[config.mk]
export PLATFORM = sky130hd
export DESIGN_NAME = pc_fetch_sequencer
export DESIGN_NICKNAME = d
export VERILOG_FILES = /design/src/rtl/pc_fetch_sequencer_pkg.sv /design/src/rtl/pc_fetch_sequencer_wait_timer.sv /design/src/rtl/pc_fetch_sequencer.sv
export SDC_FILE = /design/constraint.sdc
export NUM_CORES = 1
export LEC_CHECK = 0
export CORE_AREA = 2 2 39 41
export CTS_CLUSTER_DIAMETER = 100
export DETAILED_ROUTE_END_ITERATION = 6
export DIE_AREA = 0 0 41 43
export PLACE_DENSITY = 0.58
export SLEW_MARGIN = 15
export SYNTH_ARGS = -nofsm -noshare
export SYNTH_HDL_FRONTEND = slang
export SYNTH_SLANG_ARGS = --single-unit
export TNS_END_PERCENT = 50
[constraint.sdc]
create_clock -name clk -period 1.6 [get_ports clk]
set_input_delay 0.32 -clock clk [delete_from_list [all_inputs] [get_ports clk]]
set_output_delay 0.32 -clock clk [all_outputs]
set_load 0.02 [all_outputs]
[src/rtl/pc_fetch_sequencer_pkg.sv]
// Shared encodings for the fetch sequencer: PC mux selects and FSM states.
package pc_fetch_sequencer_pkg;

  localparam logic [1:0] SEL_SEQ  = 2'd0;
  localparam logic [1:0] SEL_BR   = 2'd1;
  localparam logic [1:0] SEL_JMP  = 2'd2;
  localparam logic [1:0] SEL_HOLD = 2'd3;

  typedef enum logic [1:0] {
    ST_IDLE  = 2'd0,
    ST_REQ   = 2'd1,
    ST_ISSUE = 2'd2,
    ST_ERR   = 2'd3
  } state_e;

  // A taken branch outranks a jump resolved in the same cycle.
  function automatic logic [1:0] redirect_sel(input logic br_taken);
    return br_taken ? SEL_BR : SEL_JMP;
  endfunction

endpackage

[src/rtl/pc_fetch_sequencer_wait_timer.sv]
// Saturating memory-wait counter; expire_o is combinational and flags the increment that reaches all-ones.
// Clear takes priority over increment; no backpressure.
module fetch_wait_timer #(
  parameter int WAIT_W = 4
) (
  input  logic clk,
  input  logic rst_n,
  input  logic clr_i,
  input  logic inc_i,
  output logic expire_o
);

  localparam logic [WAIT_W-1:0] CNT_MAX = '1;

  logic [WAIT_W-1:0] cnt_q;
  logic [WAIT_W-1:0] cnt_d;

  always_comb begin
    cnt_d = cnt_q;
    if (clr_i) begin
      cnt_d = '0;
    end else if (inc_i && (cnt_q != CNT_MAX)) begin
      cnt_d = cnt_q + 1'b1;
    end
  end

  assign expire_o = inc_i & ~clr_i & (cnt_q == (CNT_MAX - 1'b1));

  always_ff @(posedge clk or negedge rst_n) begin
    if (!rst_n) begin
      cnt_q <= '0;
    end else begin
      cnt_q <= cnt_d;
    end
  end

endmodule

[src/rtl/pc_fetch_sequencer.sv]
// Fetch controller: drives the PC mux select, imem req/ack and decode valid/ready; pc_sel/flush are same-cycle.
// Decode backpressure (ready low or stall) holds the offered instruction and the PC.
module pc_fetch_sequencer
  import pc_fetch_sequencer_pkg::*;
#(
  parameter int WAIT_W = 4
) (
  input  logic       clk,
  input  logic       reset,
  output logic       imem_req,
  input  logic       imem_ack,
  output logic       instr_valid,
  input  logic       decode_ready,
  input  logic       stall,
  input  logic       branch_valid,
  input  logic       branch_taken,
  input  logic       jump_valid,
  output logic [1:0] pc_sel,
  output logic       flush,
  output logic       imem_err
);

  state_e state_q;
  state_e state_d;
  logic   drop_q;
  logic   drop_d;
  logic   br_take;
  logic   redirect;
  logic   tmr_clr;
  logic   tmr_inc;
  logic   expire;

  assign br_take  = branch_valid & branch_taken;
  assign redirect = br_take | jump_valid;

  assign tmr_inc = (state_q == ST_REQ) & ~imem_ack;
  assign tmr_clr = (state_q != ST_REQ) | imem_ack;

  fetch_wait_timer #(
    .WAIT_W(WAIT_W)
  ) u_wait_timer (
    .clk     (clk),
    .rst_n   (reset),
    .clr_i   (tmr_clr),
    .inc_i   (tmr_inc),
    .expire_o(expire)
  );

  always_comb begin
    state_d = state_q;
    drop_d  = drop_q;
    pc_sel  = SEL_HOLD;
    flush   = 1'b0;

    if ((state_q != ST_ERR) && redirect) begin
      pc_sel = redirect_sel(br_take);
      flush  = 1'b1;
    end

    case (state_q)
      ST_IDLE: begin
        state_d = ST_REQ;
        drop_d  = 1'b0;
      end
      ST_REQ: begin
        if (imem_ack) begin
          // Response for a stale PC is dropped; req stays up as the new PC's request.
          drop_d = 1'b0;
          if (!drop_q && !redirect) begin
            state_d = ST_ISSUE;
          end
        end else begin
          if (redirect) begin
            drop_d = 1'b1;
          end
          if (expire) begin
            state_d = ST_ERR;
          end
        end
      end
      ST_ISSUE: begin
        if (redirect) begin
          state_d = ST_REQ;
        end else if (decode_ready && !stall) begin
          pc_sel  = SEL_SEQ;
          state_d = ST_REQ;
        end
      end
      ST_ERR: begin
        state_d = ST_ERR;
      end
      default: begin
        state_d = ST_IDLE;
      end
    endcase

    if (!reset) begin
      pc_sel = SEL_HOLD;
      flush  = 1'b0;
    end
  end

  always_ff @(posedge clk or negedge reset) begin
    if (!reset) begin
      state_q <= ST_IDLE;
      drop_q  <= 1'b0;
    end else begin
      state_q <= state_d;
      drop_q  <= drop_d;
    end
  end

  assign imem_req    = (state_q == ST_REQ);
  assign instr_valid = (state_q == ST_ISSUE);
  assign imem_err    = (state_q == ST_ERR);

endmodule

# Yosys cells after proc, flatten, opt, wreduce, memory -nomap -nowiden

Cells that the tools add are included.

Flip-flop bits (word level): 7
Input bits: 8
Output and inout port bits: 6

Add/subtract/negate cells: 1
Equal/unequal tests: 11
Muxes and demuxes: 19
Bitwise operators: 8
Reductions and logical operators: 12

Operator list:

| cell                                                                   | count |
|---|---|
| 2-bit 2-to-1 mux                                                       | 11 |
| 3-bit by 1-bit != test with 1-bit output (second input constant)       | 3 |
| 4-bit 2-to-1 mux                                                       | 2 |
| 2-bit one-hot mux with 4 select lines                                  | 1 |
| 4-bit by 1-bit adder with 4-bit output (second input constant)         | 1 |
| 1-bit bitwise AND                                                      | 4 |
| 2-bit equality test (second input constant)                            | 2 |
| 4-bit equality test (second input constant)                            | 1 |
| 1-bit logical AND                                                      | 4 |
| 1-bit 2-to-1 mux                                                       | 4 |
| 4-bit != test (second input constant)                                  | 1 |
| 2-bit nonzero test                                                     | 2 |
| 1-bit logical NOT                                                      | 3 |
| 3-bit by 2-bit != test with 1-bit output (second input constant)       | 1 |
| 3-bit AND reduction                                                    | 1 |
| 2-bit by 1-bit equality test with 1-bit output (second input constant) | 1 |
| 2-bit logical NOT                                                      | 1 |
| 2-bit by 1-bit != test with 1-bit output (second input constant)       | 1 |
| 2-bit != test (second input constant)                                  | 1 |
| 1-bit inverter                                                         | 2 |
| 1-bit bitwise OR                                                       | 2 |
| 1-bit one-hot mux with 2 select lines                                  | 1 |
| 2-bit AND reduction                                                    | 1 |

# Longest topological paths before layout

Gate-level depths: netlist (run 1).

Depth after elaboration: 8
Depth in mapped cells: 5
Gate-level depth less buffers: 5

# By module

From an unflattened synthesis (run 1), not the netlist that was laid out.

Cell total of the unflattened synthesis: 55
Area, all modules: 485.5 µm²

Modules (own cells, without submodules):

| module             | times used | cells each | area each (µm²) | seq. area each (µm²) |
|---|---|---|---|---|
| fetch_wait_timer   | 1          | 24         | 254.0           | 100.1 |
| pc_fetch_sequencer | 1          | 31         | 231.5           | 75.1 |

# Least setup slack after synthesis (run 1)

OpenSTA, ideal clock, no wires.

Path kind: reg2out
Start: register state_q[0]
End: output flush
Arrival time: 1,163 ps
Data required time: 1,280 ps
Path slack: 117 ps
Cell stages (with the launch flop): 4
Buffers on the path: 0
Path through: dfrtp_1 -> and2_1 -> nor2b_1 -> nor2b_1

Cells in the longest elaborated chain, start to end: 4

RTL lines:

| what                   | RTL line                  | text |
|---|---|---|
| start, declared        | pc_fetch_sequencer.sv:23  | `state_e state_q;` |
| start signal, assigned | pc_fetch_sequencer.sv:108 | `state_q <= state_d;` |
| 2-bit != test          | pc_fetch_sequencer.sv:55  | `if ((state_q != ST_ERR) && redirect) begin` |
| 1-bit logical AND      | pc_fetch_sequencer.sv:55  |  |
| 1-bit 2-to-1 mux       | pc_fetch_sequencer.sv:55  |  |
| 1-bit 2-to-1 mux       | pc_fetch_sequencer.sv:97  | `if (!reset) begin` |
| end, declared          | pc_fetch_sequencer.sv:19  | `output logic flush,` |

Every way passes these cells.

# Final worst setup path (run 1)

Start: input jump_valid
End: output pc_sel[1]

Cells in the longest elaborated chain, start to end: 7

RTL lines:

| what                 | RTL line                 | text |
|---|---|---|
| start, declared      | pc_fetch_sequencer.sv:17 | `input logic jump_valid,` |
| 1-bit bitwise OR (*) | pc_fetch_sequencer.sv:34 | `assign redirect = br_take \| jump_valid;` |
| 1-bit logical AND    | pc_fetch_sequencer.sv:55 |  |
| 2-bit 2-to-1 mux     | pc_fetch_sequencer.sv:55 |  |
| 2-bit 2-to-1 mux     | pc_fetch_sequencer.sv:84 | `end else if (decode_ready && !stall) begin` |
| 2-bit 2-to-1 mux     | pc_fetch_sequencer.sv:82 | `if (redirect) begin` |
| 2-bit 2-to-1 mux (*) | pc_fetch_sequencer.sv:60 | `case (state_q)` |
| 2-bit 2-to-1 mux (*) | pc_fetch_sequencer.sv:97 |  |
| end, declared        | pc_fetch_sequencer.sv:18 | `output logic [1:0] pc_sel,` |

Mark *: on every way between the ends. The rest lies on a longest branch, timed or not.

==> metrics.md, run 1 <==
| Metric | Value |
|---|---|
| Status | `completed` |
| Multi-input logic area | `270 um2` |
| Core Box Area | `1380 um2` |
| Leak | `0.000356 uW` |
| Yosys top cell by area | `dfrtp_1` |
| RSZ-0062 raised after global routing | `true` |
| Max VDD drop | `0.000462 V` |
| CP max stage cell | `clkdlybuf4s50_1` |
| Ports | `14` |
| Antenna violations before repair | `0` |
| Vias in the first global route | `411` |
| Flop and latch count out of synthesis | `7` |
| Clock skew | `0.00338 ns` |
| DR WL/cell | `10.4 um` |
| Synth Area per Inst | `9.09 um2` |
| Syn_nets | `59` |
| Fillers | `137` |
| Max Cap Violations | `0` |
| Worst slew margin | `85.5%` |
| Reg clk slew, reported paths | `0.05 ns` |
| Wire length on met3 | `67 um` |
| Worst Path Required | `1.28 ns` |
| Total power | `689 uW` |
| Reg2Reg Depth | `5` |
| Synth cell types | `26` |
| Maximum clock path buffer count | `2` |
| Tmin final | `1.56 ns` |
| PnR worst setup slack | `0.0358 ns` |
| Seq/Total Area, Yosys | `39.3%` |
| Crit path max fanout | `3` |
| Hold Violations, Final | `0` |
| Worst r2r src | `state_q[1]$_DFFE_PN0P_` |
| Routed vias/inst | `4.70` |
| Fin util | `52.5%` |
| Vias post-DR | `451` |
| FP Rows | `14` |
| Startpoint types | `input pin` |
| Peak Freq | `639 MHz` |
| Fin crit share | `97.8%` |
| DP Worst Slack | `-0.447 ns` |
| Die area | `1760 um2` |
| Count of final max-slew check failures | `0` |
| Htree depth | `1` |
| Hold-fix buffers, CTS | `0` |
| Critical path type | `input pin to output port` |
| First-pass GRT wire length | `1530 um` |
| IO Port Bufs | `13` |
| Final wirelength | `1000 um` |
| Mapped Cells | `49` |
| WL met2 | `491 um` |
| Die Span X | `41 um` |
| Total gr overflow | `0` |
| Worst-skew pair later-pin latency | `0.25 ns` |
| Number of buffers created by CTS | `3` |
| Nets | `91` |
| Share of the synthesized area in the top cell type | `39.3%` |
| Routed Antenna Nets | `0` |
| CTS tree | `done` |
| Yosys warnings | `0` |
| Layout cells sized above 1 | `40.0%` |
| Area of the mapped netlist | `445 um2` |
| Critical path's largest stage delay | `0.45 ns` |
| Slew @ Worst Pin | `0.217 ns` |
| Pwr/cell area | `947 nW/um2` |
| DRC viols | `0` |
| DP HPWL | `786 um` |
| Top Layer Used | `met4` |
| CTS root buf | `clkbuf_4` |
| R2R setup slack | `0.09 ns` |
| Seq. cell area | `175 um2` |
| Antenna cells | `0` |
| Area delta synth->final | `63.2%` |
| WP data arrival | `1.24 ns` |
| Initial core utilization | `32.2%` |
| Hold Slack | `0.0277 ns` |
| Non-filler cells, final | `96` |
| Critical path cell sequence | `clkdlybuf4s50_1, o31ai_2, nand2_1, buf_6` |
| TritonRoute pass-1 iters | `4` |
| Die Span Y | `43 um` |
| GP Congestion | `0.682` |
| Global Route Usage Sum | `12.8%` |
| Largest net degree at the start of global routing | `8` |
| Initial DRC Count | `6` |
| HP Class | `input pin to async pin` |
| Main area contributors after synthesis | `dfrtp_1 39%, ha_1 5.6%, nand2_1 4.2%` |
| Finish-stage setup viols | `0` |
| CP Capture Type | `output port` |
| Reg2reg end | `u_wait_timer.cnt_q[1]$_DFFE_PN0P_` |
| CTS sink count | `7` |
| Cells after DPL | `90` |
| Metal-1 WL | `425 um` |
## metal layers
layer / vias up / global-route usage [%]
met4: 0 / 8.00
met1: 202 / 14.6
met2: 13 / 20.9
met3: 2 / 1.57
li1: 234 / -
met5: - / 0
## worst max-delay path: cells and delay by family
family / cells / cell delay, ns
AOI/OAI and AO/OA: 1 / 0.25
buffers and inverters: 2 / 0.58
and+or+nand+nor: 1 / 0.09
## synth_stat cells
| cell | count |
|---|---|
| a211oi_2 | 1 |
| a21oi_1 | 2 |
| a311o_1 | 1 |
| a31oi_1 | 1 |
| and2_1 | 1 |
| and2_4 | 1 |
| and2b_1 | 1 |
| buf_6 | 1 |
| dfrtp_1 | 7 |
| ha_1 | 2 |
| inv_1 | 3 |
| nand2_1 | 5 |
| nand2b_1 | 1 |
| nand3_1 | 3 |
| nand3b_1 | 1 |
| nor2_1 | 5 |
| nor2b_1 | 3 |
| nor3_1 | 2 |
| nor3b_1 | 1 |
| o211ai_1 | 1 |
| o21ai_0 | 1 |
| o22ai_2 | 1 |
| o2bb2ai_1 | 1 |
| o31ai_1 | 1 |
| or3b_1 | 1 |
| xnor2_1 | 1 |
## kinds of logic (layout without fill, tap and decap cells)
| group | after synthesis | in the layout | share of synthesized area, % |
|---|---|---|---|
| AND/OR/NAND/NOR | 25 | 25 | 30.1 |
| AO/OA/AOI/OAI | 10 | 10 | 18.0 |
| flip-flops | 7 | 7 | 39.3 |
| buffers and inverters | 4 | 35 | 5.06 |
| adder cells (fa/ha/maj) | 2 | 2 | 5.62 |
| XOR/XNOR | 1 | 1 | 1.97 |
## cells in the final DEF (no fill, tap or decap)
master,instances
ha_1,2
o21ai_0,1
or3b_1,1
nand3_1,3
nand3b_1,1
o31ai_2,1
a31oi_1,1
o211ai_1,1
nand2_1,5
inv_1,2
a211oi_2,1
nor3_1,2
dfrtp_1,7
nand2b_4,1
clkbuf_4,3
o2bb2ai_1,1
buf_4,17
inv_2,1
nor3b_1,1
clkdlybuf4s50_1,4
nor2b_1,2
a21oi_1,2
dlygate4sd2_1,2
nor2_1,5
and2_4,2
clkbuf_1,1
buf_2,3
a311o_1,1
dlymetal6s2s_1,1
o22ai_2,1
buf_6,1
and2b_1,1
xnor2_1,1
nor2b_4,1
## power by group
| group | internal, uW | switching, uW |
|---|---|---|
| combinational | 174 | 137 |
| sequential | 201 | 15.6 |
| clock | 95.3 | 66.3 |
## stage by stage
stage / TNS (ns) / instance area [um2]
after global placement: -1.30 / 682
after CTS: -0.170 / 723
after floorplan: 0 / 445
final: 0 / 727
after global routing: -0.0366 / 727
after detailed placement: -1.37 / 682
## worst max-delay path by stage
stage	from	to	slack [ns]	cells past startpoint
after floorplan	state_q[0]$_DFFE_PN0P_	flush	0.12	3
after global placement	stall	pc_sel[0]	-0.43	5
after detailed placement	stall	pc_sel[0]	-0.45	5
after CTS	reset	pc_sel[0]	-0.17	5
after global routing	jump_valid	pc_sel[1]	-0.02	4
final	jump_valid	pc_sel[1]	0.04	4
## registers in the layout, indices dropped and copies added (netlist names)
name and flops:
u_wait_timer.cnt_q 4, state_q 2, drop_q 1
## area by class of cell
class,instances,area share [%]
Inverter,3,1.55
Timing Repair Buffer,28,30.8
Clock buffer,4,3.61
Multi-Input combinational cell,38,37.2
Tap cell,16,2.75
Sequential cell,7,24.1
## repair_timing
action | 4_1_cts | 5_1_grt
gates resized for setup | 24 | 9
pin swaps | 2 | 0
endpoints found under the setup margin | 6 | 4
buffers inserted | 2 | 0
Note: power is estimated with default switching activity, not from simulation.
==> inputs of run 2 (changes only) <==
--- a/config.mk
+++ b/config.mk
@@ -5,8 +5,10 @@
 export SDC_FILE = /design/constraint.sdc
 export NUM_CORES = 1
 export LEC_CHECK = 0
+export CAP_MARGIN = 20
 export CORE_AREA = 2 2 39 41
 export CTS_CLUSTER_DIAMETER = 100
+export CTS_CLUSTER_SIZE = 24
 export DETAILED_ROUTE_END_ITERATION = 6
 export DIE_AREA = 0 0 41 43
 export PLACE_DENSITY = 0.58
==> results of run 2 <==
Final layout, timing and power as in run 1 (identical DEF).
==> inputs of run 3 (changes only) <==
--- a/config.mk
+++ b/config.mk
@@ -12,6 +12,7 @@
 export DETAILED_ROUTE_END_ITERATION = 6
 export DIE_AREA = 0 0 41 43
 export PLACE_DENSITY = 0.58
+export SETUP_SLACK_MARGIN = 0.4
 export SLEW_MARGIN = 15
 export SYNTH_ARGS = -nofsm -noshare
 export SYNTH_HDL_FRONTEND = slang
==> run 3 against run 2 <==
  * Total power shrank 4.9%
  * Highest routed layer unchanged
  * Final cell count is 5.2% lower
  * First-iteration DRC count down 83%
  * Via count decreased by 2.0%
  * Critical endpoint is now flush
  * Design area down 3.4%
==> metrics.md, run 3 (synthesized netlist as in run 1, its figures left out) <==
| Metric | Value |
|---|---|
| Tmin final | `1.50 ns (-0.0644 ns)` |
| Leak | `0.000328 uW (-8.0%)` |
| Largest register by flop count | `u_wait_timer.cnt_q` |
| Reg power frac | `33.5% (+2.0 points)` |
| Peak Freq | `667 MHz (+4.3%)` |
| CP Capture Type | `output port` |
| Initial core utilization | `32.2% (unchanged)` |
| Max reg flops | `4 (unchanged)` |
| Reg clk slew, reported paths | `0.05 ns (about the same)` |
| DP Worst Slack | `-0.450 ns (-0.00326 ns)` |
| Area delta synth->final | `57.6%` |
| Total power | `655 uW (-4.9%)` |
| Fin util | `50.7% (-1.8 points)` |
| Worst Path Required | `1.28 ns (about the same)` |
| WP data arrival | `1.18 ns (-0.06 ns)` |
| DP HPWL | `811 um (+3.2%)` |
| RSZ-0062 raised after global routing | `true` |
| Max Cap Violations | `0 (unchanged)` |
| Nets | `86 (-5.5%)` |
| Largest net degree at the start of global routing | `8 (unchanged)` |
| Vias post-DR | `442 (-2.0%)` |
| Count of final max-slew check failures | `0 (unchanged)` |
| Clock Power Share | `25.4% (+1.9 points)` |
| Hold Violations, Final | `0 (unchanged)` |
| TritonRoute pass-1 iters | `2 (-2)` |
| IO Port Bufs | `13 (unchanged)` |
| Internal power | `439 uW (-6.6%)` |
| CTS root buf | `clkbuf_4` |
| Sw Share | `33.0% (+1.3 points)` |
| Final wirelength | `996 um (-0.50%)` |
| PnR worst setup slack | `0.100 ns (+0.0644 ns)` |
| Htree depth | `1 (unchanged)` |
| Initial DRC Count | `1 (-5)` |
| Antenna cells | `0 (unchanged)` |
| Clock skew | `0.00168 ns (-0.00170 ns)` |
| Ports | `14 (unchanged)` |
| Critical path type | `flip-flop to output port` |
| FP Rows | `14 (unchanged)` |
| Antenna violations before repair | `0 (unchanged)` |
| Total gr overflow | `0 (unchanged)` |
| Fin crit share | `93.7% (-4.0 points)` |
| Max VDD drop | `0.000678 V (+47%)` |
| Routed vias/inst | `4.86 (+3.4%)` |
| Crit path max fanout | `3 (unchanged)` |
| Startpoint types | `flip-flop` |
| Vias in the first global route | `430 (+4.6%)` |
| Worst-skew pair later-pin latency | `0.26 ns (about the same)` |
| Layout cells sized above 1 | `37.3% (-2.7 points)` |
| Die Span X | `41 um (unchanged)` |
| Combinational fraction of design power | `41.1% (-4.0 points)` |
| Status | `completed` |
| Number of buffers created by CTS | `3 (unchanged)` |
| GP Congestion | `0.684 (+0.29%)` |
| Most common cell after layout, fill and taps aside | `buf_4` |
| Maximum clock path buffer count | `2 (unchanged)` |
| First-pass GRT wire length | `1640 um (+7.3%)` |
| Routed Antenna Nets | `0 (unchanged)` |
| Hold Slack | `0.0993 ns (+0.0716 ns)` |
| Top flop regs | `u_wait_timer.cnt_q: 4 flops, state_q: 2 flops, drop_q: 1 flops` |
| CTS sink count | `7 (unchanged)` |
| Die area | `1760 um2 (unchanged)` |
| Slew @ Worst Pin | `0.209 ns (-0.00783 ns)` |
| DRC viols | `0 (unchanged)` |
| Global Route Usage Sum | `14.2% (+1.5 points)` |
| Die Span Y | `43 um (unchanged)` |
| Hold-fix buffers, CTS | `0 (unchanged)` |
| Commonest non-fill, non-tap cells in the layout | `12 x buf_4, 7 x dfrtp_1, 7 x dlygate4sd2_1` |
| Core Box Area | `1380 um2 (unchanged)` |
| Switching power | `216 uW (-1.1%)` |
| DR WL/cell | `10.9 um (+5.0%)` |
| Pwr/cell area | `933 nW/um2 (-1.5%)` |
| CTS tree | `done` |
| Worst slew margin | `86.1% (+0.58 points)` |
| Finish-stage setup viols | `0 (unchanged)` |
| HP Class | `input pin to async pin` |
-- run 3: changes by cell type in the layout (fill, tap and decap cells not counted) --
cell / change
buf_4: -5
dlygate4sd2_1: +5
dlymetal6s2s_1: -1
or3b_4: +1
or3b_1: -1
buf_2: -2
buf_6: +1
nor2b_1: -1
clkdlybuf4s50_1: -3
nor2b_4: +1
-- run 3: layer usage --
metal	part of all wire, %	GRT usage (%)
met5	0	0
met4	2.6	6.00
met3	8.9	5.76
met2	49	25.0
met1	39	13.4
-- run 3: layout make-up --
cell class | count | area, um2
Clock buffer | 4 | 26.3
Fill cell | 145 | 682
Inverter | 3 | 11.3
Multi-Input combinational cell | 38 | 280
Sequential cell | 7 | 175
Tap cell | 16 | 20.0
Timing Repair Buffer | 23 | 189
-- run 3: worst paths after layout --
kind	startpoint	to	slack (ns)	depth (start not counted)
worst max-delay path	state_q[1]$_DFFE_PN0P_	flush	0.10	4
worst min-delay path	reset	u_wait_timer.cnt_q[1]$_DFFE_PN0P_	0.1	2
worst max register to register	state_q[1]$_DFFE_PN0P_	u_wait_timer.cnt_q[1]$_DFFE_PN0P_	0.28	4
worst min register to register	drop_q$_DFFE_PN0P_	state_q[0]$_DFFE_PN0P_	0.50	2
max in group asynchronous	reset	u_wait_timer.cnt_q[0]$_DFFE_PN0P_	1.38	2
min in group clk	drop_q$_DFFE_PN0P_	state_q[0]$_DFFE_PN0P_	0.50	2
-- run 3: critical path, stage by stage (launching register included) --
cell and delay [ns]:
dfrtp_1 0.39, and2_4 0.16, nor2b_4 0.11, nor2b_4 0.15
buf_6 0.12
-- run 3: through the flow --
| step | area [um2] | cells | setup TNS (ns) |
|---|---|---|---|
| global route | 702 | 91 | 0 |
| CTS | 699 | 91 | 0 |
| detailed placement | 677 | 87 | -1.39 |
| floorplan | 463 | 49 | 0 |
| finish | 702 | 91 | 0 |
| global placement | 677 | 87 | -1.30 |
-- run 3: what timing repair did --
action,in CTS,in global routing
endpoints found under the setup margin,12,12
buffers inserted,0,0
pin swaps,2,0
gates cloned,0,0
gates resized for setup,35,1
-- run 3: power groups by stage --
stage | sequential [uW] | clock [uW] | combinational [uW]
after floorplan | 224 | 0 | 159
after global placement | 222 | 0 | 278
after detailed placement | 224 | 0 | 281
after CTS | 220 | 173 | 271
after global routing | 224 | 186 | 296
final | 219 | 167 | 269
==> RTL change, RTL diff (flow settings as in run 2) <==
`WAIT_W` is set to 4 in 2 places; all go to 5.
--- a/src/rtl/pc_fetch_sequencer_wait_timer.sv
+++ b/src/rtl/pc_fetch_sequencer_wait_timer.sv
@@ -1,7 +1,7 @@
 // Saturating memory-wait counter; expire_o is combinational and flags the increment that reaches all-ones.
 // Clear takes priority over increment; no backpressure.
 module fetch_wait_timer #(
-  parameter int WAIT_W = 4
+  parameter int WAIT_W = 5
 ) (
   input  logic clk,
   input  logic rst_n,
--- a/src/rtl/pc_fetch_sequencer.sv
+++ b/src/rtl/pc_fetch_sequencer.sv
@@ -3,7 +3,7 @@
 module pc_fetch_sequencer
   import pc_fetch_sequencer_pkg::*;
 #(
-  parameter int WAIT_W = 4
+  parameter int WAIT_W = 5
 ) (
   input  logic       clk,
   input  logic       reset,
Function: same outputs for any inputs over 10 cycles, from zero or initial values and one cycle with reset low; that may be too few to reach the edited logic, so the function may still have changed.
==> RTL change against run 2 <==
  * Wire length increased by 9.7%
  * Area after synthesis increased by 13%
  * Die area unchanged
  * Non-clock buffer count decreased by 4
  * Clock skew decreased by 0.0016 ns
  * Setup slack got worse by 0.018 ns
  * Register-to-register slack got worse by 0.03 ns
  * Sequential share of layout area increased by 3.2 points
  * Largest cell class unchanged
  * Sequential cell count increased by 1
  * Design area increased by 1.0%
Power is not compared: it rests on default switching activity, and its combinational part moved more than twofold at a synthesized area within 25%.
==> RTL change: results (changes against run 2) <==
Post-synth top cells: 8 x dfrtp_1, 8 x nor2_1
Initial antenna violation count: 0 (unchanged)
WL/cell: 11.6 µm (+11%)
Overall Global Routing Usage: 15.9% (+3.1 points)
Clk slew on worst S/H paths: 0.05 ns (about the same)
Fillers: 149 (+8.8%)
FF-to-FF Start: u_wait_timer.cnt_q[0]
PortBufs: 13 (unchanged)
CTS root buf: clkbuf_4
Synthesized net count: 64 (+8.5%)
Worst min path class: in2async
Number of DRC markers in iteration 0: 5 (-1)
Distinct cells, synth: 25 (-3.8%)
CTS Buf Count: 3 (unchanged)
Pleak: 0.368 nW
Max incr delay on CP: 0.52 ns (+0.07 ns)
Wl on met1: 468 µm (+10%)
Asr flop ratio synth: 100% (unchanged)
Yosys warnings: 0 (unchanged)
Met3 WL: 55 µm (-18%)
Biggest regs: u_wait_timer.cnt_q (5), state_q (2), drop_q (1)
Metal2 WL: 551 µm (+12%)
FF-to-FF path depth: 6 (+1)
Final HPWL DP: 929 µm (+18%)
Total iterations of the first detailed-routing run: 4 (unchanged)
Critical path peak fanout: 3 (unchanged)
Register area share after synthesis: 39.8% (+0.48 points)
Status: finished, final reports clean
Top_reg_cell synth: dfrtp_1
Pin count of the biggest net entering global routing: 8 (unchanged)
Clk_lat worst skew: 0.25 ns (about the same)
CP max-delay cell: clkdlybuf4s50_1
R2r endpoint: u_wait_timer.cnt_q[3]
Reg2Reg Setup Slack: 0.06 ns (-0.03 ns)
Nets: 92 (+1.1%)
Ant diodes: 0 (unchanged)
Number of global-route vias before repair: 471 (+15%)
Routability-driven placement congestion ratio: 0.680 (-0.25%)
CTS HTree Levels: 1 (unchanged)
Routed vias: 485 (+7.5%)
Ratio of cells with drive above 1 in the final layout: 27.8% (-12 points)
Top Layer Used: met4
Clk_skew: 0.00175 ns (-0.00164 ns)
Worst slew pin tran: 0.323 ns (+0.106 ns)
Top cells by area, synth: dfrtp_1 40%, ha_1 7.5%, nor2_1 6.0%
Worst VDD drop: 0.510 mV
Deepest clock path buffer count: 2 (unchanged)
Global-route wire length before repair: 1830 µm (+19%)
==> RTL change: cell count changes in the layout (fill, tap and decap cells not counted), sizes merged, moves of 2 or more <==
cell,change
and2,-2
buf,-8
clkbuf,+2
dlygate4sd2,-2
nand4,+2
nand4b,+2
nor2,+3
xor2,+2
==> RTL change: how the worst max path moves through the flow <==
stage                                startpoint               endpoint  slack [ns]  cells after the start
after floorplan           u_wait_timer.cnt_q[0]  u_wait_timer.cnt_q[3]        0.11                      6
after global placement                    stall              pc_sel[1]       -0.40                      5
after detailed placement                  stall              pc_sel[1]       -0.41                      5
after CTS                                 stall              pc_sel[1]       0.002                      5
after global routing                 state_q[1]                  flush       -0.06                      4
final                                     reset                  flush        0.02                      4
==> RTL change: cell families after synthesis <==
| logic type | after synthesis | synth area share (%) |
|---|---|---|
| flip-flops | 8 | 39.8 |
| XOR/XNOR | 3 | 5.22 |
| adder cells (fa/ha/maj) | 3 | 7.46 |
| AND/OR/NAND/NOR | 29 | 34.1 |
| multiplexers | 1 | 1.99 |
| buffers and inverters | 4 | 4.48 |
| AO/OA/AOI/OAI | 5 | 6.96 |
==> RTL change: layout make-up <==
class	instances	area [µm²]	share of cell area [%]
Sequential cell	8	200	27.3
Inverter	3	11.3	1.53
Tap cell	16	20.0	2.73
Clock buffer	3	22.5	3.07
Timing Repair Buffer	24	200	27.3
Multi-Input combinational cell	41	280	38.2
==> RTL change: through the flow <==
step	worst slack, ns	hold slack (ns)	instances	instance area (µm²)	power [mW]
5_1_grt	-0.0604	0.409	95	734	0.449
3_5_place_dp	-0.408	0.505	92	724	0.285
3_3_place_gp	-0.396	0.512	92	724	0.285
4_1_cts	0.00203	0.405	95	737	0.435
2_1_floorplan	0.105	0.0244	53	503	0.249
6_report	0.0175	0.416	95	734	0.432
==> RTL change: worst max-delay path, delay by kind of cell <==
kind	cells	cell delay [ns]
buffers and inverters	2	0.78
AND/OR/NAND/NOR	2	0.15
==> RTL change: what timing repair did <==
item	CTS	global route
setup endpoints to repair	6	7
pin swaps	0	1
cloned	0	0
resized for setup	17	8
buffers inserted	0	0
==> RTL change: where the power goes <==
group          switching, mW  internal (mW)  leakage [nW]
logic                 0.0190         0.0421         0.253
registers            0.00826          0.212         0.101
clock network         0.0648         0.0856        0.0138
total                 0.0921          0.340         0.368
==> RTL change: metal layers <==
| layer | GRT usage (%) | vias up |
|---|---|---|
| li1 | - | 241 |
| met3 | 3.14 | 4 |
| met1 | 17.5 | 227 |
| met2 | 25.9 | 13 |
| met5 | 0 | - |
| met4 | 10.0 | 0 |
